==> config.mk <==
export PLATFORM = sky130hd
export DESIGN_NAME = mem_arbiter
export DESIGN_NICKNAME = d
export VERILOG_FILES = /design/src/rtl/mem_arbiter.sv
export SDC_FILE = /design/constraint.sdc
export NUM_CORES = 1
export LEC_CHECK = 0
export BUFFER_PORTS_ARGS = -buffer_cell sky130_fd_sc_hd__clkbuf_2
export CAP_MARGIN = 40
export CORE_MARGIN = 4
export CORE_UTILIZATION = 25
export CTS_BUF_LIST = sky130_fd_sc_hd__clkbuf_16
export DETAILED_ROUTE_END_ITERATION = 6
export PLACE_DENSITY_LB_ADDON = 0.12
export SLEW_MARGIN = 40
export SYNTH_ARGS = -nofsm -noshare
export SYNTH_HDL_FRONTEND = slang
export SYNTH_SLANG_ARGS = --single-unit
==> constraint.sdc <==
create_clock -name clk -period 1.5 [get_ports clk]
set_input_delay 0.15 -clock clk [delete_from_list [all_inputs] [get_ports clk]]
set_output_delay 0.15 -clock clk [all_outputs]
set_load 0.1 [all_outputs]
==> src/rtl/mem_arbiter.sv <==
// Two-port arbiter sharing a single-port mem between two bus masters, with a
// tagged read-return pipe. Define MEM_ARB_FIXED_PRIO_EN for fixed priority (port 0 wins ties).
`timescale 1ns/1ps
module mem_arbiter #(
    parameter int ADDR_W   = 24,
    parameter int DATA_W   = 32,
    parameter int READ_LAT = 1
) (
    input  logic              clk,
    input  logic              reset,
    input  logic              m0_req,
    input  logic              m0_write,
    input  logic [ADDR_W-1:0] m0_addr,
    input  logic [DATA_W-1:0] m0_wdata,
    output logic              m0_gnt,
    output logic              m0_rvalid,
    output logic [DATA_W-1:0] m0_rdata,
    input  logic              m1_req,
    input  logic              m1_write,
    input  logic [ADDR_W-1:0] m1_addr,
    input  logic [DATA_W-1:0] m1_wdata,
    output logic              m1_gnt,
    output logic              m1_rvalid,
    output logic [DATA_W-1:0] m1_rdata,
    output logic [ADDR_W-1:0] mem_addr,
    output logic              mem_write,
    output logic [DATA_W-1:0] mem_dout,
    input  logic [DATA_W-1:0] mem_din
);
    typedef enum logic {IDLE, ISSUE} state_e;
    typedef struct packed {
        logic vld;
        logic id;
    } rtag_t;

    state_e              state_q, state_d;
    logic                win_id_q, win_id_d;
    logic [ADDR_W-1:0]   mem_addr_q, mem_addr_d;
    logic                mem_write_q, mem_write_d;
    logic [DATA_W-1:0]   mem_dout_q, mem_dout_d;
    rtag_t [READ_LAT-1:0] rd_pipe_q;
    logic                pick;

`ifdef MEM_ARB_FIXED_PRIO_EN
    assign pick = ~m0_req;
`else
    logic last_q, last_d;
    // On a tie the port not granted most recently wins.
    assign pick = (m0_req && m1_req) ? ~last_q : ~m0_req;
`endif

    always_comb begin
        state_d     = state_q;
        win_id_d    = win_id_q;
        mem_addr_d  = mem_addr_q;
        mem_dout_d  = mem_dout_q;
        mem_write_d = 1'b0;
`ifndef MEM_ARB_FIXED_PRIO_EN
        last_d      = last_q;
`endif
        case (state_q)
            IDLE: begin
                if (m0_req || m1_req) begin
                    win_id_d    = pick;
                    mem_addr_d  = pick ? m1_addr  : m0_addr;
                    mem_dout_d  = pick ? m1_wdata : m0_wdata;
                    mem_write_d = pick ? m1_write : m0_write;
`ifndef MEM_ARB_FIXED_PRIO_EN
                    last_d      = pick;
`endif
                    state_d     = ISSUE;
                end
            end
            ISSUE:   state_d = IDLE;
            default: state_d = IDLE;
        endcase
    end

    always_ff @(posedge clk or negedge reset) begin
        if (!reset) begin
            state_q     <= IDLE;
            win_id_q    <= 1'b0;
            mem_addr_q  <= '0;
            mem_write_q <= 1'b0;
            mem_dout_q  <= '0;
            rd_pipe_q   <= '0;
`ifndef MEM_ARB_FIXED_PRIO_EN
            last_q      <= 1'b1;
`endif
        end else begin
            state_q     <= state_d;
            win_id_q    <= win_id_d;
            mem_addr_q  <= mem_addr_d;
            mem_write_q <= mem_write_d;
            mem_dout_q  <= mem_dout_d;
`ifndef MEM_ARB_FIXED_PRIO_EN
            last_q      <= last_d;
`endif
            // mem_write_q is high only in ISSUE for writes, so it doubles as the op type.
            rd_pipe_q[0] <= '{vld: (state_q == ISSUE) && !mem_write_q, id: win_id_q};
            for (int i = 1; i < READ_LAT; i++) rd_pipe_q[i] <= rd_pipe_q[i-1];
        end
    end

    assign m0_gnt    = (state_q == ISSUE) && !win_id_q;
    assign m1_gnt    = (state_q == ISSUE) &&  win_id_q;
    assign m0_rvalid = rd_pipe_q[READ_LAT-1].vld && !rd_pipe_q[READ_LAT-1].id;
    assign m1_rvalid = rd_pipe_q[READ_LAT-1].vld &&  rd_pipe_q[READ_LAT-1].id;
    assign m0_rdata  = mem_din;
    assign m1_rdata  = mem_din;
    assign mem_addr  = mem_addr_q;
    assign mem_write = mem_write_q;
    assign mem_dout  = mem_dout_q;
endmodule

# After elaboration in Yosys (flattened, before gate mapping)
# Cells that the tools add are included.
dict set report word_totals {
  reg_bits 62
  output_inout_bits 125
  word_cells 30
}
dict set report op_classes {
  n_mux 8
  bitwise_logic 3
  n_reduce_logical 11
}
# cell n
set ops {}
lappend ops {{$mux 32} 1}
lappend ops {{$mux 24} 1}
lappend ops {{$logic_and 1x1->1} 6}
lappend ops {{$mux 1} 5}
lappend ops {{$logic_not 1->1} 3}
lappend ops {{$not 1->1} 3}
lappend ops {{$pmux 1 s2} 1}
lappend ops {{$reduce_and 2->1} 1}
lappend ops {{$logic_or 1x1->1} 1}

# Logic depth before layout (Yosys ltp)
dict set report depth {
  ltp_word 5
  ltp_mapped 6
}

# Least setup slack after synthesis
# No wires, ideal clock.
dict set report synth_timing {
  path_kind {register -> output}
  from {register win_id_q}
  to {output m0_gnt}
  arrival_ps 1725
  slack_ps -375
  stages_incl_launch_ff 2
  path_buffers 0
  path_cell_list {dfrtp_1 > nor2b_1}
}
dict set report synth_via {
  elab_chain_cells 2
}
# item line
set synth_lines {}
lappend synth_lines {{start: declaration} 37} ;# logic win_id_q, win_id_d;
lappend synth_lines {{start signal: assignment} 92} ;# win_id_q <= win_id_d;
lappend synth_lines {{$logic_not 1->1} 105} ;# assign m0_gnt = (state_q == ISSUE) && !win_id_q;
lappend synth_lines {{$logic_and 1x1->1} 105}
lappend synth_lines {{end: declaration} 15} ;# output logic m0_gnt,
# Every way passes these cells.

# Worst setup path after layout
dict set report layout_timing {
  from {register last_q}
  to {register mem_dout_q[10], in the netlist mem_dout[10]}
}
dict set report layout_via {
  elab_chain_cells 3
}
# item line
set layout_lines {}
lappend layout_lines {{start: declaration} 47} ;# logic last_q, last_d;
lappend layout_lines {{start signal: assignment} 97} ;# last_q <= last_d;
lappend layout_lines {{$not 1->1} 49} ;# assign pick = (m0_req && m1_req) ? ~last_q : ~m0_req;
lappend layout_lines {{$mux 1} 49}
lappend layout_lines {{$mux 32} 66} ;# mem_dout_d = pick ? m1_wdata : m0_wdata;
lappend layout_lines {{end signal: assignment} 95} ;# mem_dout_q <= mem_dout_d;
lappend layout_lines {{end: declaration} 40} ;# logic [DATA_W-1:0] mem_dout_q, mem_dout_d;
# Every way passes these cells.
# A chain may end at the register's enable or synchronous reset.

==> impl_metrics.prom <==
# TYPE chip_impl_metric gauge
chip_impl_metric{name="half_perimeter_wire_length_after_detailed_placement",unit="um"} 8740
chip_impl_metric{name="starting_drc_count_in_detailed_routing",unit=""} 135
chip_impl_metric{name="clock_skew",unit="ns"} 0.00335
chip_impl_metric{name="final_min_period_over_clock_period",unit="%"} 93.5
chip_impl_metric{name="io_pins",unit=""} 275
chip_impl_metric{name="fmaxAchievable",unit="GHz"} 0.713
chip_impl_metric{name="fillerInstances",unit=""} 1551
chip_impl_metric{name="timing.setup.tns",unit="ns"} 0
chip_impl_info{name="crit_path_top_delay_cell",value="dfstp_2"} 1
chip_impl_info{name="layout_commonest_cell",value="clkbuf_2"} 1
chip_impl_metric{name="detailroute.via_count",unit=""} 3283
chip_impl_metric{name="drc",unit=""} 0
chip_impl_info{name="unrepaired_setup_endpoints_after_global_routing",value="no"} 1
chip_impl_metric{name="setup.reg_to_reg.worst_slack",unit="ns"} 0.1
chip_impl_metric{name="ant_cells",unit=""} 0
chip_impl_metric{name="cts_buffers",unit=""} 9
chip_impl_metric{name="post_route_cell_area",unit="um^2"} 4540
chip_impl_metric{name="clockBufferDepth",unit=""} 2
chip_impl_info{name="tritoncts_clock_tree",value="built"} 1
chip_impl_metric{name="drt-wirelength-per-cell",unit="um"} 18.0
chip_impl_metric{name="report.final.setup_viol",unit=""} 0
chip_impl_metric{name="detail_route.vias_per_cell",unit=""} 4.74
chip_impl_metric{name="post_synth_num_cell_types",unit=""} 20
chip_impl_metric{name="detailedPlace.worstSlack",unit="ns"} -0.0340
chip_impl_metric{name="final-hold-violation-count",unit=""} 0
chip_impl_info{name="critical_path.endpoint_type",value="flip-flop"} 1
chip_impl_metric{name="grt_pass1_wl",unit="um"} 19100
chip_impl_metric{name="antenna_violating_nets_post_route",unit=""} 0
chip_impl_info{name="worst_path_dominant_cell_family",value="flip-flops"} 1
chip_impl_metric{name="timing.critical_path.required",unit="ns"} 1.75
chip_impl_metric{name="synthToLayoutAreaGrowth",unit="%"} 26.0
chip_impl_metric{name="worst-path-max-fanout",unit=""} 17
chip_impl_metric{name="initial_core_util",unit="%"} 25.8
chip_impl_metric{name="grt_pass1_vias",unit=""} 3382
chip_impl_info{name="holdCritPathClass",value="input pin to flip-flop"} 1
chip_impl_metric{name="drive_above_1_share",unit="%"} 45.2
chip_impl_metric{name="syn_avg_cell_area",unit="um^2"} 8.90
chip_impl_metric{name="power.leakage",unit="nW"} 2.08
chip_impl_metric{name="design.die.area",unit="um^2"} 16400
chip_impl_metric{name="grt_start_max_net_pins",unit=""} 63
chip_impl_metric{name="clk_pin_slew_worst_paths",unit="ns"} 0.05
chip_impl_metric{name="net_count_of_the_mapped_netlist",unit=""} 555
chip_impl_metric{name="placed_cells",unit=""} 673
chip_impl_metric{name="rows",unit=""} 43
chip_impl_metric{name="die-width",unit="um"} 128
chip_impl_metric{name="worst_pin_slew",unit="ns"} 0.584
chip_impl_metric{name="synthesis.area",unit="um^2"} 3600
chip_impl_info{name="clock_root_buffer_master",value="clkbuf_16"} 1
chip_impl_metric{name="wire_length_after_detailed_routing",unit="um"} 12500
chip_impl_metric{name="synth_cells",unit=""} 405
chip_impl_metric{name="slew_headroom",unit="%"} 61.3
chip_impl_metric{name="post-route-worst-setup-slack",unit="ns"} 0.0976
chip_impl_info{name="mostFrequentLayoutCells",value="clkbuf_2, dfrtp_1, nor2_1"} 1
chip_impl_metric{name="maxCapViolCount",unit=""} 0
chip_impl_metric{name="final_cell_count_no_fill",unit=""} 693
chip_impl_metric{name="yosys_warnings",unit=""} 0
chip_impl_metric{name="grt_antenna_before_repair",unit=""} 0
chip_impl_info{name="status",value="completed"} 1
chip_impl_metric{name="portBuffers",unit=""} 178
chip_impl_metric{name="ys_seq_elements",unit=""} 62
chip_impl_metric{name="power.ir.vdd_worst",unit="uV"} 528
chip_impl_metric{name="utilization",unit="%"} 32.5
chip_impl_metric{name="grt_remaining_overflow",unit=""} 0
chip_impl_metric{name="place_area",unit="um^2"} 4250
chip_impl_info{name="worstPathCellList",value="nand2b_2, buf_12, nand3_1, a31oi_2"} 1
chip_impl_metric{name="fin_nets",unit=""} 659
chip_impl_metric{name="gpl.final_weighted_congestion",unit=""} 0.732
chip_impl_metric{name="synth.yosys.seq_area_share",unit="%"} 43.1
chip_impl_metric{name="power_density",unit="nW/um^2"} 1800
chip_impl_metric{name="insertion_delay",unit="ns"} 0.33
chip_impl_metric{name="clock_sink_count",unit=""} 62
chip_impl_metric{name="coreArea",unit="um^2"} 14000
chip_impl_metric{name="drt_first_pass_iters",unit=""} 5
chip_impl_metric{name="die_h",unit="um"} 128
chip_impl_metric{name="maxSlewViolCount",unit=""} 0
chip_impl_info{name="path_class",value="flip-flop to flip-flop"} 1
chip_impl_metric{name="worstPathBufferInverterCount",unit=""} 1
chip_impl_metric{name="gr-usage-all-layers",unit="%"} 14.9
chip_impl_metric{name="htree_num_levels",unit=""} 3
chip_impl_metric{name="min_period",unit="ns"} 1.40
chip_impl_metric{name="delay_of_the_slowest_cell_on_the_worst_path",unit="ns"} 0.60
chip_impl_info{name="crit_start_category",value="flip-flop"} 1
chip_impl_metric{name="crit_arrival",unit="ns"} 1.65
worst paths after layout:
kind,from,end,cells after the start
setup / recovery,last_q$_DFFE_PN1P_,mem_dout[10]$_DFFE_PN0P_,4
hold / removal,m1_addr[13],mem_addr[13]$_DFFE_PN0P_,3
setup reg to reg,last_q$_DFFE_PN1P_,mem_dout[10]$_DFFE_PN0P_,4
hold reg to reg,mem_write$_DFF_PN0_,rd_pipe_q[1]$_DFF_PN0_,1
max in group asynchronous,reset,last_q$_DFFE_PN1P_,3
min in group asynchronous,reset,mem_dout[3]$_DFFE_PN0P_,3
cell usage after synthesis:
| cell | n | area, um^2 |
|---|---|---|
| nand2b_1 | 1 | 6.26 |
| o21ai_1 | 6 | 30.0 |
| buf_4 | 66 | 495 |
| nor2b_1 | 3 | 18.8 |
| buf_2 | 20 | 100 |
| buf_6 | 6 | 67.6 |
| dfstp_2 | 1 | 26.3 |
| clkbuf_1 | 8 | 30.0 |
| and2_1 | 2 | 12.5 |
| dfrtp_1 | 61 | 1530 |
| nor2b_2 | 1 | 8.76 |
| a31oi_2 | 20 | 250 |
| o21ai_0 | 51 | 255 |
| nor2_1 | 58 | 218 |
| inv_2 | 1 | 3.75 |
| a21boi_0 | 1 | 7.51 |
| clkbuf_2 | 3 | 15.0 |
| nand3_1 | 57 | 285 |
| a31oi_1 | 38 | 238 |
| o21ba_1 | 1 | 10.0 |
through the flow:
| stage | hold slack, ns | total power, W |
|---|---|---|
| 2_1_floorplan | -0.146 | 0.00634 |
| 3_3_place_gp | 0.205 | 0.00638 |
| 3_5_place_dp | 0.203 | 0.00640 |
| 4_1_cts | 0.0572 | 0.00827 |
| 5_1_grt | 0.0781 | 0.00856 |
| 6_report | 0.0712 | 0.00816 |
report_power, final:
group          internal, W  leakage, nW  switching [W]
Sequential         0.00203        0.699       0.000204
Clock              0.00107        0.134       0.000726
Combinational     0.000754         1.25        0.00338
sequential cells by signal, summed over array words and instances, names as in the netlist:
name and flops:
last_q 1, win_id_q 1, rd_pipe_q 2, mem_addr 24
mem_write 1, state_q 1, mem_dout 32
cells by family after synthesis:
group,count (synthesis),share of synthesized area [%]
AND/OR/NAND/NOR,122,15.2
AO/OA/AOI/OAI,117,21.9
buffers and inverters,104,19.8
flip-flops,62,43.1
per-layer routing:
layer	vias up	share of wire [%]	global-route usage [%]
li1	1569	-	-
met5	-	0	0
met2	160	46	23.5
met1	1522	42	18.5
met3	32	9.6	6.00
met4	0	2.0	5.49
timing repair:
action / in CTS / in global routing
gates resized for setup: 0 / 0
endpoints found under the hold margin: 61 / 0
cloned: 1 / 0
hold buffers: 1 / 0
setup endpoints to repair: 30 / 17
setup buffers: 0 / 3
layout make-up:
cell class | instances | area, um^2 | area share, %
clock buffer | 9 | 225 | 4.96
multi-input combinational | 240 | 1370 | 30.1
sequential | 62 | 1550 | 34.2
timing repair buffer | 195 | 1140 | 25.2
clock inverter | 6 | 23.8 | 0.523
inverter | 1 | 3.75 | 0.0826
tap | 180 | 225 | 4.96
worst min-delay path: cells and delay by family:
kind / cells / cell delay (ns)
AO/OA/AOI/OAI: 2 / 0.14
buffers and inverters: 1 / 0.07
No activity file was read; power rests on OpenSTA's default activity.
